`config.mk`:
```
export PLATFORM = sky130hd
export DESIGN_NAME = bf16_divider
export DESIGN_NICKNAME = d
export VERILOG_FILES = /design/src/rtl/bf16_divider.sv
export SDC_FILE = /design/constraint.sdc
export NUM_CORES = 1
export LEC_CHECK = 0
export ABC_AREA = 1
export BUFFER_PORTS_ARGS = -buffer_cell sky130_fd_sc_hd__buf_2
export CELL_PAD_IN_SITES_DETAIL_PLACEMENT = 1
export CELL_PAD_IN_SITES_GLOBAL_PLACEMENT = 1
export CORE_UTILIZATION = 40
export CTS_CLUSTER_DIAMETER = 200
export DETAILED_ROUTE_END_ITERATION = 10
export GPL_ROUTABILITY_DRIVEN = 0
export PLACE_DENSITY_LB_ADDON = 0.08
export SLEW_MARGIN = 20
export SYNTH_ARGS = -nofsm -noshare
export SYNTH_HDL_FRONTEND = slang
export SYNTH_SLANG_ARGS = --single-unit
export TNS_END_PERCENT = 20
```
`constraint.sdc`:
```
create_clock -name CLK -period 2.7 [get_ports CLK]
set_input_delay 0.135 -clock CLK [delete_from_list [all_inputs] [get_ports CLK]]
set_output_delay 0.135 -clock CLK [all_outputs]
set_load 0.03 [all_outputs]
```
`src/rtl/bf16_divider.sv`:
```
// Multi-cycle bfloat16 divider: restoring mantissa division, RNE rounding,
// flush-to-zero on denormals, IEEE-style special-case handling.
module bf16_divider #(
  parameter int DATA_TYPE = 16
) (
  input  logic                 CLK,
  input  logic                 rst,
  input  logic                 in_valid,
  output logic                 in_ready,
  input  logic [DATA_TYPE-1:0] A,
  input  logic [DATA_TYPE-1:0] B,
  output logic                 out_valid,
  input  logic                 out_ready,
  output logic [DATA_TYPE-1:0] O
);

  typedef enum logic [1:0] {
    IDLE = 2'd0,
    DIV  = 2'd1,
    NORM = 2'd2,
    DONE = 2'd3
  } state_t;

  state_t             state_q, state_d;
  logic [3:0]         cnt_q, cnt_d;
  logic [15:0]        a_q, a_d;
  logic [15:0]        b_q, b_d;
  logic [9:0]         r_q, r_d;
  logic [9:0]         q_q, q_d;
  logic               ph_q, ph_d;
  logic [6:0]         m_q, m_d;
  logic               g_q, g_d;
  logic               st_q, st_d;
  logic signed [9:0]  e_q, e_d;
  logic [15:0]        o_q, o_d;

  logic [9:0]         rsh;
  logic [9:0]         dvx;
  logic               ge;
  logic               sgn;
  logic               za, zb, ia, ib, na, nb;
  logic               inc;
  logic [7:0]         mr;
  logic signed [9:0]  ef;
  logic [15:0]        pk;

  assign in_ready  = (state_q == IDLE);
  assign out_valid = (state_q == DONE);
  assign O         = o_q;

  assign sgn = a_q[15] ^ b_q[15];
  assign za  = (a_q[14:7] == 8'h00);
  assign zb  = (b_q[14:7] == 8'h00);
  assign ia  = (a_q[14:7] == 8'hFF) && (a_q[6:0] == 7'h0);
  assign ib  = (b_q[14:7] == 8'hFF) && (b_q[6:0] == 7'h0);
  assign na  = (a_q[14:7] == 8'hFF) && (a_q[6:0] != 7'h0);
  assign nb  = (b_q[14:7] == 8'hFF) && (b_q[6:0] != 7'h0);

  // First step compares the raw dividend mantissa; later steps shift first.
  assign rsh = (cnt_q == 4'd0) ? r_q : {r_q[8:0], 1'b0};
  assign dvx = {2'b00, 1'b1, b_q[6:0]};
  assign ge  = (rsh >= dvx);

  assign inc = g_q & (st_q | m_q[0]);
  assign mr  = {1'b0, m_q} + {7'd0, inc};
  assign ef  = mr[7] ? (e_q + 10'sd1) : e_q;

  always_comb begin
    pk = 16'h0000;
    if (na || nb || (za && zb) || (ia && ib)) begin
      pk = 16'h7FC0;
    end else if (ia || zb) begin
      pk = {sgn, 8'hFF, 7'h00};
    end else if (za || ib) begin
      pk = {sgn, 15'h0000};
    end else if (ef >= 10'sd255) begin
      pk = {sgn, 8'hFF, 7'h00};
    end else if (ef <= 10'sd0) begin
      pk = {sgn, 15'h0000};
    end else begin
      pk = {sgn, ef[7:0], mr[7] ? 7'h00 : mr[6:0]};
    end
  end

  always_comb begin
    state_d = state_q;
    cnt_d   = cnt_q;
    a_d     = a_q;
    b_d     = b_q;
    r_d     = r_q;
    q_d     = q_q;
    ph_d    = ph_q;
    m_d     = m_q;
    g_d     = g_q;
    st_d    = st_q;
    e_d     = e_q;
    o_d     = o_q;
    unique case (state_q)
      IDLE: begin
        if (in_valid) begin
          a_d     = A[15:0];
          b_d     = B[15:0];
          r_d     = {3'b001, A[6:0]};
          q_d     = 10'd0;
          cnt_d   = 4'd0;
          ph_d    = 1'b0;
          state_d = DIV;
        end
      end
      DIV: begin
        r_d = ge ? (rsh - dvx) : rsh;
        q_d = {q_q[8:0], ge};
        if (cnt_q == 4'd9) begin
          cnt_d   = 4'd0;
          state_d = NORM;
        end else begin
          cnt_d = cnt_q + 4'd1;
        end
      end
      NORM: begin
        if (!ph_q) begin
          ph_d = 1'b1;
          if (q_q[9]) begin
            m_d  = q_q[8:2];
            g_d  = q_q[1];
            st_d = q_q[0] | (r_q != 10'd0);
            e_d  = $signed({2'b00, a_q[14:7]}) - $signed({2'b00, b_q[14:7]}) + 10'sd127;
          end else begin
            m_d  = q_q[7:1];
            g_d  = q_q[0];
            st_d = (r_q != 10'd0);
            e_d  = $signed({2'b00, a_q[14:7]}) - $signed({2'b00, b_q[14:7]}) + 10'sd126;
          end
        end else begin
          ph_d    = 1'b0;
          o_d     = pk;
          state_d = DONE;
        end
      end
      DONE: begin
        if (out_ready) begin
          state_d = IDLE;
        end
      end
      default: state_d = IDLE;
    endcase
  end

  always_ff @(posedge CLK or posedge rst) begin
    if (rst) begin
      state_q <= IDLE;
      cnt_q   <= 4'd0;
      a_q     <= 16'h0000;
      b_q     <= 16'h0000;
      r_q     <= 10'd0;
      q_q     <= 10'd0;
      ph_q    <= 1'b0;
      m_q     <= 7'd0;
      g_q     <= 1'b0;
      st_q    <= 1'b0;
      e_q     <= 10'sd0;
      o_q     <= 16'h0000;
    end else begin
      state_q <= state_d;
      cnt_q   <= cnt_d;
      a_q     <= a_d;
      b_q     <= b_d;
      r_q     <= r_d;
      q_q     <= q_d;
      ph_q    <= ph_d;
      m_q     <= m_d;
      g_q     <= g_d;
      st_q    <= st_d;
      e_q     <= e_d;
      o_q     <= o_d;
    end
  end

endmodule
```
==> out/qor.yml <==
critical_path:
  path_cells: "inv_2 -> ha_4 -> nand3_4 -> nand2_1 -> o21ai_1 -> buf_4 -> ha_1 -> nand3_1 -> nor2_1 -> nand2_1 -> nand3_1 -> inv_2 -> nand2_4 -> clkbuf_2 -> nand3_1 -> nand3_1 -> a21oi_1"
  crit_path_end_kind: "flip-flop"
  timing.rr.end: "r_q[5]"
  start_kind: "flip-flop"
  slowest_stage: "dfrtp_1"
  r2r_setup_slack_ps: 70
  critPathMaxStageDelay_ps: 390
  criticalPathCategory: "flip-flop to flip-flop"
  critPathArrivalTime_ps: 2860
  r2r_start: "cnt_q[0]"
  cp_max_fo: 7
  rr_worst_depth: 17
  crit_top_cell: "nand3_1"
  cp_data_required_time_ps: 2930
  worstSetupStartpoint: "cnt_q[0]"
floorplan:
  die_area_sq_mm: 0.01535
  fp-row-count: 44
  core_sq_mm: 0.01453
  die_w_microns: 123.9
  io_pins: 54
  die_h_microns: 123.9
  start_util_pct: 40.90
global_routing:
  grt_pass1_vias: 5727
  grt_max_degree: 59
  antenna_found_initial: 0
  grt_usage_pct: 23.21
  grt_first_pass_wirelength_microns: 27570
  grt_overflow_total: 0
worst_hold_path:
  min_path_type: "input pin to flip-flop"
  hold_depth: 2
  hold_path_end: "a_q[15]"
  worstHoldStart: "A[15]"
synthesis:
  ys_seq_elements: 94
  muxShareOfSynthArea_pct: 0.7577
  ys_types: 44
  synth_compound_area_share_pct: 14.33
  syn_inst: 792
  synthAdderAreaFrac_pct: 6.567
  synth_top_family_by_area: "simple AND/OR/NAND/NOR gates"
  postSynthAreaPerCell_sq_um: 7.506
  synthSimpleGateAreaFrac_pct: 27.64
  synth_seq_area_share_pct: 39.57
  synthesis.area_sq_mm: 0.005944
  yosys_warnings: 0
  synth_xor_area_share_pct: 2.210
  syn_nets: 858
layout:
  multi_input_area_sq_mm: 0.003136
  regArea_sq_mm: 0.002352
  antenna_cells: 0
  fin_cells: 1045
  fin_nets: 923
  utilization_pct: 47.27
  stdcell_area_sq_mm: 0.006870
  syn_to_final_growth_pct: 15.58
  fillCellCount: 1851
  layout-drive-gt1-share_pct: 17.31
clock_tree:
  cts-root-buf: "clkbuf_16"
  cts_sinks: 94
  cts.clk_slew.worst_paths_ps: 70
  htree_levels: 3
  clkLatencyLatePin_ps: 340
  clockBufferDepth: 2
  cts_tree: "done"
  cts-buffers-inserted: 9
detailed_routing:
  num_vias: 5477
  firstDrtPassIters: 4
  viasPerCell: 5.241
  antenna_left: 0
  drc: 0
  finalWirelength_microns: 16920
  drt-initial-drc-count: 232
  wl_per_cell_microns: 16.19
sta:
  max_slew_margin_pct: 53.45
  period_share_pct: 97.42
  final-hold-violation-count: 0
  worst_pin_slew_ps: 698.3
  setup_violations: 0
  rsz0062_at_grt: "yes"
  finClkSkew_ps: 4.487
  fin_crit_ps: 2630
  max_freq_mhz: 380.2
  drv_slew: 0
place:
  placed_area_sq_mm: 0.006457
  io_buffers: 53
  placed_cells: 1021
  hpwl_microns: 12770
power_and_ir_drop:
  cellPowerDensity_mw_per_mm2: 1524
  p_leak_nw: 3.532
  vdd_drop_max_mv: 0.7298
status:
  status: "finished clean"
job:
  drv_cap: 0
==> registers in the layout, indices dropped and copies added (netlist names) <==
register	flops
O	16
a_q	16
b_q	16
cnt_q	4
e_q	10
g_q	1
m_q	7
ph_q	1
q_q	10
r_q	10
st_q	1
state_q	2
==> how the worst max path moves through the flow <==
stage / endpoint / cells past startpoint
2_1_floorplan: r_q[5] / 19
3_3_place_gp: r_q[7] / 16
3_5_place_dp: r_q[7] / 17
4_1_cts: r_q[1] / 17
5_1_grt: r_q[5] / 18
6_report: r_q[5] / 17
==> layer usage <==
layer  wire length, microns  track usage (%)  part of all wire (%)
met1                   7457            27.77                    44
met3                    555            4.670                   3.3
met5                      0                0                     0
met2                   8648            41.91                    51
met4                    255            6.473                   1.5
==> power by group <==
| part | leakage, nW | internal [mW] | switching, mW | total (mW) |
|---|---|---|---|---|
| clock network | 0.142 | 0.676 | 0.575 | 1.25 |
| logic | 2.28 | 2.46 | 4.23 | 6.69 |
| registers | 1.11 | 2.04 | 0.493 | 2.53 |
| total | 3.53 | 5.17 | 5.30 | 10.5 |
==> stage by stage <==
stage	setup slack [ps]	hold WS [ps]	power, mW	TNS (ps)
floorplan	49.94	285.6	7.081	0
global placement	47.25	256.7	8.480	0
finish	69.55	18.54	10.47	0
global route	-88.14	3.385	11.52	-139.0
detailed placement	-135.9	258.6	8.786	-766.5
CTS	5.605	5.992	10.18	0
==> cell usage after synthesis, drive strengths merged <==
library cell / instances / area share, %
buf: 7 / 0.84
o311ai: 1 / 0.15
nor2: 75 / 5.7
nand2: 188 / 12
clkinv: 1 / 0.063
o21ai: 44 / 3.8
a32oi: 1 / 0.15
xnor2: 5 / 0.74
o21bai: 3 / 0.57
nor3: 6 / 0.51
nand3: 58 / 5.3
o2111ai: 1 / 0.15
nand3b: 7 / 0.88
and2: 1 / 0.11
inv: 112 / 7.1
a31oi: 1 / 0.11
o31ai: 1 / 0.13
or2: 4 / 0.42
a211oi: 2 / 0.25
clkbuf: 15 / 0.95
fa: 2 / 0.67
o211ai: 1 / 0.13
nor4: 3 / 0.32
o22ai: 14 / 1.5
nand4: 20 / 2.1
ha: 28 / 5.9
a22oi: 7 / 0.88
dfrtp: 94 / 40
xor2: 10 / 1.5
a21oi: 75 / 6.4
a2111oi: 1 / 0.15
mux2: 4 / 0.76
==> placed cells by master, fill, tap and decap left out, drive strengths merged, types with 10 or more instances in the layout <==
| master | Yosys | final |
|---|---|---|
| buf | 7 | 73 |
| dfrtp | 94 | 94 |
| o21ai | 44 | 44 |
| nand2 | 188 | 188 |
| nand3 | 58 | 59 |
| a21oi | 75 | 75 |
| clkbuf | 15 | 12 |
| ha | 28 | 28 |
| nor2 | 75 | 75 |
| o22ai | 14 | 14 |
| nand4 | 20 | 20 |
| inv | 112 | 112 |
| xor2 | 10 | 10 |
==> layout make-up <==
cell class                      count  area share (%)
Multi-Input combinational cell    564           45.64
Clock buffer                       11           3.679
Clock inverter                      4          0.4553
Inverter                          113           6.192
Timing Repair Buffer               75           6.447
Sequential cell                    94           34.24
Tap cell                          184           3.351
==> critical path: cells and delay by family, from the launching register on <==
kind	cells	cell delay, ps
and+or+nand+nor	9	1000
buffers and inverters	4	500
adders and majority gates	2	460
DFF	1	390
AOI/OAI and AO/OA	2	170
==> logic make-up after synthesis <==
kind of cell / after synthesis
AO/OA/AOI/OAI: 152
XOR/XNOR: 15
adder cells (fa/ha/maj): 30
buffers and inverters: 135
flip-flops: 94
multiplexers: 4
AND/OR/NAND/NOR: 362
==> repair_timing <==
action / CTS / global route
cloned: 0 / 1
gates resized for setup: 6 / 15
setup endpoints to repair: 10 / 13
pin swaps: 1 / 6
hold buffers: 1 / 0
endpoints found under the hold margin: 36 / 0
setup buffers: 1 / 6
(Power assumes the default switching activity.)
